### src/rtl/rv32i_imm_stage.sv
// rv32i_imm_stage: registered RV32I immediate decode with a small output FIFO.
// Each accepted instruction is classified by opcode and its immediate is
// sign-extended to XLEN. The result is stored with the instruction in a
// DEPTH-entry buffer. The outputs always show the head entry.
module rv32i_imm_stage #(
  parameter int XLEN  = 32,
  parameter int DEPTH = 2
) (
  input  logic            clk_i,
  input  logic            rst_ni,
  input  logic            flush_i,
  input  logic            in_valid_i,
  output logic            in_ready_o,
  input  logic [31:0]     instr_i,
  output logic            out_valid_o,
  input  logic            out_ready_i,
  output logic [31:0]     instr_o,
  output logic [XLEN-1:0] imm_o,
  output logic [2:0]      fmt_o,
  output logic            illegal_o,
  output logic [2:0]      count_o
);

  typedef enum logic [2:0] {
    FMT_R   = 3'd0,
    FMT_I   = 3'd1,
    FMT_S   = 3'd2,
    FMT_B   = 3'd3,
    FMT_U   = 3'd4,
    FMT_J   = 3'd5,
    FMT_ILL = 3'd7
  } fmt_e;

  localparam logic [2:0] DEPTH_C = 3'(DEPTH);
  localparam logic [1:0] LAST_C  = 2'(DEPTH - 1);

  // The storage is always sized for the largest legal DEPTH (4). This lets
  // the 2-bit pointers index it directly. Only the first DEPTH slots are
  // ever written, because the pointers wrap by compare.
  logic [31:0]     instr_q [4];
  logic [XLEN-1:0] imm_q   [4];
  logic [2:0]      fmt_q   [4];
  logic            ill_q   [4];

  logic [1:0] rd_ptr_q, wr_ptr_q;
  logic [2:0] count_q;

  logic signed [31:0] imm32_d;
  logic [XLEN-1:0]    imm_d;
  logic [2:0]         fmt_d;
  logic               ill_d;
  logic               push, pop;

  // Opcode classification and immediate bit scatter for the incoming word.
  always_comb begin
    fmt_d   = FMT_ILL;
    ill_d   = 1'b1;
    imm32_d = '0;
    unique case (instr_i[6:0])
      7'b0110111, 7'b0010111: begin
        fmt_d   = FMT_U;
        ill_d   = 1'b0;
        imm32_d = {instr_i[31:12], 12'b0};
      end
      7'b1101111: begin
        fmt_d   = FMT_J;
        ill_d   = 1'b0;
        imm32_d = {{12{instr_i[31]}}, instr_i[19:12], instr_i[20],
                   instr_i[30:21], 1'b0};
      end
      7'b1100111, 7'b0000011, 7'b0010011, 7'b1110011: begin
        fmt_d   = FMT_I;
        ill_d   = 1'b0;
        imm32_d = {{20{instr_i[31]}}, instr_i[31:20]};
      end
      7'b0100011: begin
        fmt_d   = FMT_S;
        ill_d   = 1'b0;
        imm32_d = {{20{instr_i[31]}}, instr_i[31:25], instr_i[11:7]};
      end
      7'b1100011: begin
        fmt_d   = FMT_B;
        ill_d   = 1'b0;
        imm32_d = {{20{instr_i[31]}}, instr_i[7], instr_i[30:25],
                   instr_i[11:8], 1'b0};
      end
      7'b0110011: begin
        fmt_d   = FMT_R;
        ill_d   = 1'b0;
      end
      default: ;
    endcase
    // The signed cast sign-extends the value to XLEN. It covers the
    // XLEN=64 U-type upper half.
    imm_d = XLEN'(imm32_d);
  end

  // Ready only looks at occupancy, so a pop cannot open a slot for a push
  // in the same cycle when the buffer is full.
  always_comb begin
    in_ready_o  = (count_q < DEPTH_C) && rst_ni;
    out_valid_o = (count_q != 3'd0);
    push        = in_valid_i && in_ready_o;
    pop         = out_valid_o && out_ready_i;
  end

  function automatic logic [1:0] ptr_next(input logic [1:0] p);
    return (p == LAST_C) ? 2'd0 : p + 2'd1;
  endfunction

  // Buffer state. Priority is reset, then flush, then push/pop.
  always_ff @(posedge clk_i) begin
    if (!rst_ni) begin
      rd_ptr_q <= '0;
      wr_ptr_q <= '0;
      count_q  <= '0;
      for (int i = 0; i < 4; i++) begin
        instr_q[i] <= '0;
        imm_q[i]   <= '0;
        fmt_q[i]   <= '0;
        ill_q[i]   <= 1'b0;
      end
    end else if (flush_i) begin
      rd_ptr_q <= '0;
      wr_ptr_q <= '0;
      count_q  <= '0;
    end else begin
      if (push) begin
        instr_q[wr_ptr_q] <= instr_i;
        imm_q[wr_ptr_q]   <= imm_d;
        fmt_q[wr_ptr_q]   <= fmt_d;
        ill_q[wr_ptr_q]   <= ill_d;
        wr_ptr_q          <= ptr_next(wr_ptr_q);
      end
      if (pop) begin
        rd_ptr_q <= ptr_next(rd_ptr_q);
      end
      unique case ({push, pop})
        2'b10:   count_q <= count_q + 3'd1;
        2'b01:   count_q <= count_q - 3'd1;
        default: count_q <= count_q;
      endcase
    end
  end

  // The head entry drives the outputs directly.
  always_comb begin
    instr_o   = instr_q[rd_ptr_q];
    imm_o     = imm_q[rd_ptr_q];
    fmt_o     = fmt_q[rd_ptr_q];
    illegal_o = ill_q[rd_ptr_q];
    count_o   = count_q;
  end

endmodule

### config.mk
export PLATFORM = sky130hd
export DESIGN_NAME = rv32i_imm_stage
export DESIGN_NICKNAME = d
export VERILOG_FILES = /design/src/rtl/rv32i_imm_stage.sv
export SDC_FILE = /design/constraint.sdc
export NUM_CORES = 1
export LEC_CHECK = 0
export ABC_AREA = 1
export CORE_UTILIZATION = 25
export CTS_BUF_LIST = sky130_fd_sc_hd__clkbuf_16
export CTS_CLUSTER_DIAMETER = 60
export DETAILED_ROUTE_END_ITERATION = 10
export PLACE_DENSITY = 0.39
export SLEW_MARGIN = 20
export SYNTH_ARGS = -nofsm -noshare
export SYNTH_HDL_FRONTEND = slang
export SYNTH_SLANG_ARGS = --single-unit
export TNS_END_PERCENT = 20
### constraint.sdc
create_clock -name clk_i -period 10.9 [get_ports clk_i]
set_input_delay 2.18 -clock clk_i [delete_from_list [all_inputs] [get_ports clk_i]]
set_output_delay 2.18 -clock clk_i [all_outputs]
set_load 0.02 [all_outputs]
==> results of run 1 <==
[metal layers]
layer	vias to the layer above	part of all wire [%]	global-route usage [%]
li1	4201	-	-
met1	4409	46	20.3
met2	143	49	25.5
met3	45	3.3	2.42
met4	0	1.8	3.93
met5	-	0	0
[worst max path at each step]
stage	from	end	slack, ns	cells past startpoint
after floorplan	rst_ni	fmt_q[3][0]	2.27	7
after global placement	rst_ni	in_ready_o	4.61	4
after detailed placement	rst_ni	in_ready_o	4.60	4
after CTS	rst_ni	in_ready_o	4.58	4
after global routing	rst_ni	in_ready_o	4.47	4
final	rst_ni	in_ready_o	4.62	4
[worst max-delay path, stage by stage]
cell and delay (ns):
sky130_fd_sc_hd__clkdlybuf4s50_1 0.89, sky130_fd_sc_hd__inv_1 0.18, sky130_fd_sc_hd__nor3_1 0.20, sky130_fd_sc_hd__clkdlybuf4s50_1 0.64
[flip-flops by register name, indices dropped and copies added (netlist names), named ones only]
name,cells
fmt_q,12
instr_q,128
ill_q,4
wr_ptr_q,2
rd_ptr_q,2
count_o,3
imm_q,128
[cells by family after synthesis]
group	count (synthesis)	share of synthesized area [%]
adders and majority gates	2	0.262
AOI/OAI and AO/OA	246	10.7
buffers and inverters	154	5.16
DFF	281	67.1
and+or+nand+nor	493	16.8
[final cells by class]
type | count | area [sq um] | area share, %
clock buffers | 37 | 926 | 6.11
multi-input cells | 741 | 3470 | 22.9
flip-flops and latches | 281 | 8320 | 54.9
repair buffers | 121 | 1180 | 7.79
clock inverters | 23 | 120 | 0.792
well taps | 664 | 831 | 5.48
inverters | 80 | 307 | 2.02
[cells in the final DEF (no fill, tap or decap), types with 2 or more instances in the layout]
cell / count
sky130_fd_sc_hd__clkdlybuf4s50_1: 109
sky130_fd_sc_hd__buf_4: 12
sky130_fd_sc_hd__o21ai_0: 143
sky130_fd_sc_hd__nor2_1: 354
sky130_fd_sc_hd__nand3_1: 13
sky130_fd_sc_hd__clkinv_1: 9
sky130_fd_sc_hd__o21ai_1: 2
sky130_fd_sc_hd__edfxtp_1: 269
sky130_fd_sc_hd__inv_2: 7
sky130_fd_sc_hd__inv_1: 77
sky130_fd_sc_hd__nor2_2: 4
sky130_fd_sc_hd__clkbuf_16: 37
sky130_fd_sc_hd__nand2_1: 85
sky130_fd_sc_hd__dfxtp_1: 10
sky130_fd_sc_hd__nor2_4: 3
sky130_fd_sc_hd__clkinv_2: 7
sky130_fd_sc_hd__nand2_2: 4
sky130_fd_sc_hd__a21oi_1: 31
sky130_fd_sc_hd__inv_4: 2
sky130_fd_sc_hd__nand2_4: 15
sky130_fd_sc_hd__o22ai_1: 68
sky130_fd_sc_hd__nor3_2: 8
[through the flow]
| step | setup WS, ns | hold WS [ns] | std cells | utilization [%] | cell area [sq um] |
|---|---|---|---|---|---|
| after global routing | 4.47 | 0.469 | 1947 | 31.0 | 15200 |
| final | 4.62 | 0.415 | 1947 | 31.0 | 15200 |
| after CTS | 4.58 | 0.416 | 1947 | 31.0 | 15200 |
| after detailed placement | 4.60 | 0.407 | 1887 | 28.8 | 14100 |
| after floorplan | 2.27 | 0.402 | 1176 | - | 12400 |
| after global placement | 4.61 | 0.405 | 1887 | 28.8 | 14100 |
[power breakdown]
group / total (mW) / switching, mW / internal (mW)
sequential: 1.25 / 0.0140 / 1.24
clock: 1.07 / 0.442 / 0.630
combinational: 0.207 / 0.139 / 0.0682
total: 2.53 / 0.595 / 1.94
==> out/qor.json, run 1 <==
{
  "hold_path_depth": 2,
  "insertion_delay_ns": 0.53,
  "synth-main-ff-cell": "sky130_fd_sc_hd__edfxtp_1",
  "synth_top_cells_by_count": "sky130_fd_sc_hd__nor2_1, sky130_fd_sc_hd__edfxtp_1, sky130_fd_sc_hd__o21ai_0",
  "gates_resized_cts_repair": 0,
  "gp_routability_congestion": 0.717,
  "setup_violations": 0,
  "critPathCaptureType": "output port",
  "post_route_cells_drive_above_1_share_pct": 8.26,
  "synthesis.area_per_instance_sq_um": 10.5,
  "layout-area-overhead-vs-synth_pct": 22.3,
  "grt_util_all_layers_pct": 15.2,
  "clk_root_buffer_cell": "sky130_fd_sc_hd__clkbuf_16",
  "regToRegEndpoint": "imm_q[3][8]",
  "floorplan.io_pins": 110,
  "max-clock-path-buffers": 3,
  "placeableCoreArea_sq_um": 49000,
  "r2r.worst_path.cells": 6,
  "number_of_enable_type_register_cells_in_the_synthesized_netlist": 269,
  "min_period_over_period_pct": 57.6,
  "max_cap_violations": 0,
  "initial_core_util_pct": 25.3,
  "timing.setup.tns_ns": 0,
  "cp.required_ns": 8.72,
  "netlist.area_leader.share_pct": 65.2,
  "async_reset_ff_share_pct": 0,
  "chipHeight_um": 225,
  "detailedRoute.firstPassIterationCount": 4,
  "grt_first_pass_wirelength_um": 56800,
  "timing.slew.headroom_pct": 28.0,
  "critical_path_peak_fanout": 9,
  "min-delay-path-class": "flop to flop",
  "mappedNetlistArea_sq_um": 12400,
  "route.vias.total": 8798,
  "cts_tree": "done",
  "clk_pin_slew_worst_paths_ns": 0.05,
  "wire_per_inst_um": 19.5,
  "worstHoldStart": "rd_ptr_q[1]",
  "io_buffer_count": 109,
  "transition_time_at_the_pin_with_the_least_slew_margin_ns": 1.08,
  "clock_tree_sinks": 281,
  "via_count_of_the_first_global_routing_pass": 8949,
  "antenna_cells": 0,
  "die_width_um": 225,
  "route.final.wire_length_um": 37900,
  "ys_seq_area_share_pct": 67.1,
  "worst_path_arrival_time_ns": 4.10,
  "largest_net_degree_at_the_start_of_global_routing": 91,
  "post_cts.repair.setup_buffers": 0,
  "finalHoldViolCount": 0,
  "dpl.hpwl_um": 21100,
  "drcViolationCount": 0,
  "cts_buffers": 34,
  "synth_most_common_cell": "sky130_fd_sc_hd__nor2_1",
  "regToRegSetupSlack_ns": 7.80,
  "antenna_found_initial": 0,
  "leakage_nw": 5.92,
  "rsz_0062_raised_after_global_routing": "no",
  "fill_cells": 5063,
  "worstReg2RegStart": "count_o[1]",
  "synth_top_area_cell": "sky130_fd_sc_hd__edfxtp_1",
  "critical_path_class": "input pin to output port",
  "design.die.area_sq_um": 50500,
  "run_status": "finished, final reports clean",
  "critPathLaunchType": "input pin",
  "drt-initial-drc-count": 506,
  "synthesis.yosys.warnings": 0,
  "maxSlewViolCount": 0,
  "timing.clock.skew_ns": 0.0160,
  "post_synth_main_area_contributors": "sky130_fd_sc_hd__edfxtp_1, sky130_fd_sc_hd__nor2_1, sky130_fd_sc_hd__o21ai_0, sky130_fd_sc_hd__o22ai_1, sky130_fd_sc_hd__nand2_1",
  "yosys_register_bits": 281,
  "drtAntennaViolNets": 0,
  "grt.overflow.total": 0,
  "mappedNetlistNets": 1215,
  "syn_inst": 1176,
  "post-route-min-period_ns": 6.28,
  "holdBufCountCts": 0,
  "fin_total_pwr_mw": 2.53,
  "cts-htree-levels": 2,
  "viasPerCell": 4.52,
  "rows": 81,
  "yosysUniqueCellTypes": 34,
  "powerDensity_nw_per_um2": 167,
  "max_clock_freq_mhz": 159,
  "vdd.ir_drop.worst_uv": 70.8,
  "final_net_count": 1298
}
Power figures use the tool's default switching activity.
==> inputs of run 2 (changes only) <==
--- a/config.mk
+++ b/config.mk
@@ -10,7 +10,7 @@
 export CTS_BUF_LIST = sky130_fd_sc_hd__clkbuf_16
 export CTS_CLUSTER_DIAMETER = 60
 export DETAILED_ROUTE_END_ITERATION = 10
-export PLACE_DENSITY = 0.39
+export PLACE_DENSITY = 0.4
 export SLEW_MARGIN = 20
 export SYNTH_ARGS = -nofsm -noshare
 export SYNTH_HDL_FRONTEND = slang
==> constraint.sdc (replaced) <==
create_clock -name clk_i -period 5.2 [get_ports clk_i]
set_input_delay 1.04 -clock clk_i [delete_from_list [all_inputs] [get_ports clk_i]]
set_output_delay 1.04 -clock clk_i [all_outputs]
set_load 0.02 [all_outputs]
==> out/qor.json, run 2 (synthesis results as in run 1) <==
{
  "clk_root_buffer_cell": "sky130_fd_sc_hd__clkbuf_16",
  "r2r.worst_path.cells": 7,
  "critPathLaunchType": "flop",
  "antenna_cells": 0,
  "wire_per_inst_um": 19.7,
  "rsz_0062_raised_after_global_routing": "no",
  "cp.required_ns": 4.16,
  "final_common_cell": "sky130_fd_sc_hd__nor2_1",
  "detailedRoute.firstPassIterationCount": 5,
  "holdBufCountCts": 0,
  "regToRegEndpoint": "imm_q[3][29]",
  "drtAntennaViolNets": 0,
  "vdd.ir_drop.worst_uv": 169,
  "powerDensity_nw_per_um2": 354,
  "combPwrFrac_pct": 8.3,
  "run_status": "finished, final reports clean",
  "design.die.area_sq_um": 50500,
  "grt.overflow.total": 0,
  "layout_common_cells": "sky130_fd_sc_hd__nor2_1, sky130_fd_sc_hd__edfxtp_1, sky130_fd_sc_hd__o21ai_0",
  "post_cts.repair.setup_buffers": 0,
  "power_frac_seq_pct": 48.2,
  "transition_time_at_the_pin_with_the_least_slew_margin_ns": 1.08,
  "timing.clock.skew_ns": 0.00753,
  "cts-htree-levels": 2,
  "drcViolationCount": 0,
  "clock_tree_sinks": 281,
  "cts_buffers": 35,
  "insertion_delay_ns": 0.52,
  "post-route-min-period_ns": 4.08,
  "clk_pin_slew_worst_paths_ns": 0.05,
  "final_core_occ_pct": 31.3,
  "floorplan.io_pins": 110,
  "post_route_cells_drive_above_1_share_pct": 8.89,
  "sw_frac_of_total_pct": 23.2,
  "timing.slew.headroom_pct": 27.9,
  "max-clock-path-buffers": 3,
  "final_net_count": 1308,
  "dpl.hpwl_um": 22700,
  "setup_violations": 0,
  "largest_registers": "imm_q (128), instr_q (128), fmt_q (12)",
  "cts_tree": "done",
  "grt_first_pass_wirelength_um": 57400,
  "regToRegSetupSlack_ns": 2.73,
  "finalHoldViolCount": 0,
  "antenna_found_initial": 0,
  "max_cap_violations": 0,
  "worst_path_arrival_time_ns": 3.04,
  "worstReg2RegStart": "count_o[2]",
  "critical_path_peak_fanout": 41,
  "gp_routability_congestion": 0.765,
  "clock_power_share_pct": 43.5,
  "internal_power_mw": 4.17,
  "rows": 81,
  "die_width_um": 225,
  "largest_net_degree_at_the_start_of_global_routing": 72,
  "viasPerCell": 4.58,
  "drt-initial-drc-count": 594,
  "setup.worst_path.end": "fmt_o[2]",
  "via_count_of_the_first_global_routing_pass": 9045,
  "initial_core_util_pct": 25.3,
  "maxSlewViolCount": 0,
  "placeableCoreArea_sq_um": 49000,
  "chipHeight_um": 225,
  "leakage_nw": 6.01,
  "min_period_over_period_pct": 78.4,
  "route.vias.total": 8963,
  "gates_resized_cts_repair": 0,
  "critical_path_class": "flop to output port",
  "netSwitchingPower_mw": 1.26,
  "timing.setup.tns_ns": 0,
  "max_clock_freq_mhz": 245,
  "critPathCaptureType": "output port",
  "grt_util_all_layers_pct": 15.3,
  "io_buffer_count": 109,
  "fill_cells": 5058,
  "route.final.wire_length_um": 38500,
  "min-delay-path-class": "flop to flop",
  "layout-area-overhead-vs-synth_pct": 23.7
}
## run 2: changes by cell type in the layout (fill, tap and decap cells not counted), sizes merged
cell,previous run,this run
buf,12,21
bufinv,1,3
inv,86,93
clkinvlp,0,1
clkinv,16,8
## run 2: area by class of cell
cell class / count / area [sq um] / area share [%]
Clock inverter: 25 / 186 / 1.22
Inverter: 80 / 305 / 1.99
Tap cell: 664 / 831 / 5.42
Timing Repair Buffer: 130 / 1290 / 8.39
Clock buffer: 37 / 926 / 6.04
Multi-Input combinational cell: 741 / 3470 / 22.7
Sequential cell: 281 / 8320 / 54.3
## run 2: metal layers
layer	track usage, %	wire length (um)	vias up
met3	2.38	1530	45
met1	20.9	18100	4492
li1	-	-	4228
met4	4.02	783	0
met2	25.2	18100	198
met5	0	0	-
## run 2: how the worst min path moves through the flow
stage                      startpoint    to  slack (ns)  cells after the start
after floorplan           rd_ptr_q[1]  flop        0.40                      2
after global placement    rd_ptr_q[1]  flop        0.41                      2
after detailed placement  rd_ptr_q[1]  flop        0.41                      2
after CTS                 rd_ptr_q[1]  flop        0.42                      2
after global routing      rd_ptr_q[1]  flop        0.45                      2
final                     rd_ptr_q[1]  flop        0.41                      2
## run 2: worst max-delay path, cell delays in order, from the launching register on
cell	delay, ns
sky130_fd_sc_hd__dfxtp_2	0.32
sky130_fd_sc_hd__inv_2	0.67
sky130_fd_sc_hd__buf_4	0.41
sky130_fd_sc_hd__o21ai_0	0.13
sky130_fd_sc_hd__o22ai_1	0.30
sky130_fd_sc_hd__clkdlybuf4s50_1	0.68
## run 2: per-stage QoR
step	instances	cell area, sq um	hold slack, ns	total power [mW]	setup slack [ns]
after floorplan	1176	12400	0.402	2.89	0.0607
after global placement	1896	14200	0.405	3.13	1.17
after detailed placement	1896	14200	0.407	3.13	1.21
after CTS	1958	15300	0.416	5.50	1.08
after global routing	1958	15300	0.450	5.62	0.963
final	1958	15300	0.412	5.43	1.12
## run 2: power by group through the flow
stage                     registers, mW  clock network (mW)  logic, mW
after global placement             2.67                   0      0.460
final                              2.62                2.36      0.449
after detailed placement           2.67                   0      0.459
after CTS                          2.62                2.42      0.461
after floorplan                    2.67                   0      0.219
after global routing               2.63                2.51      0.485
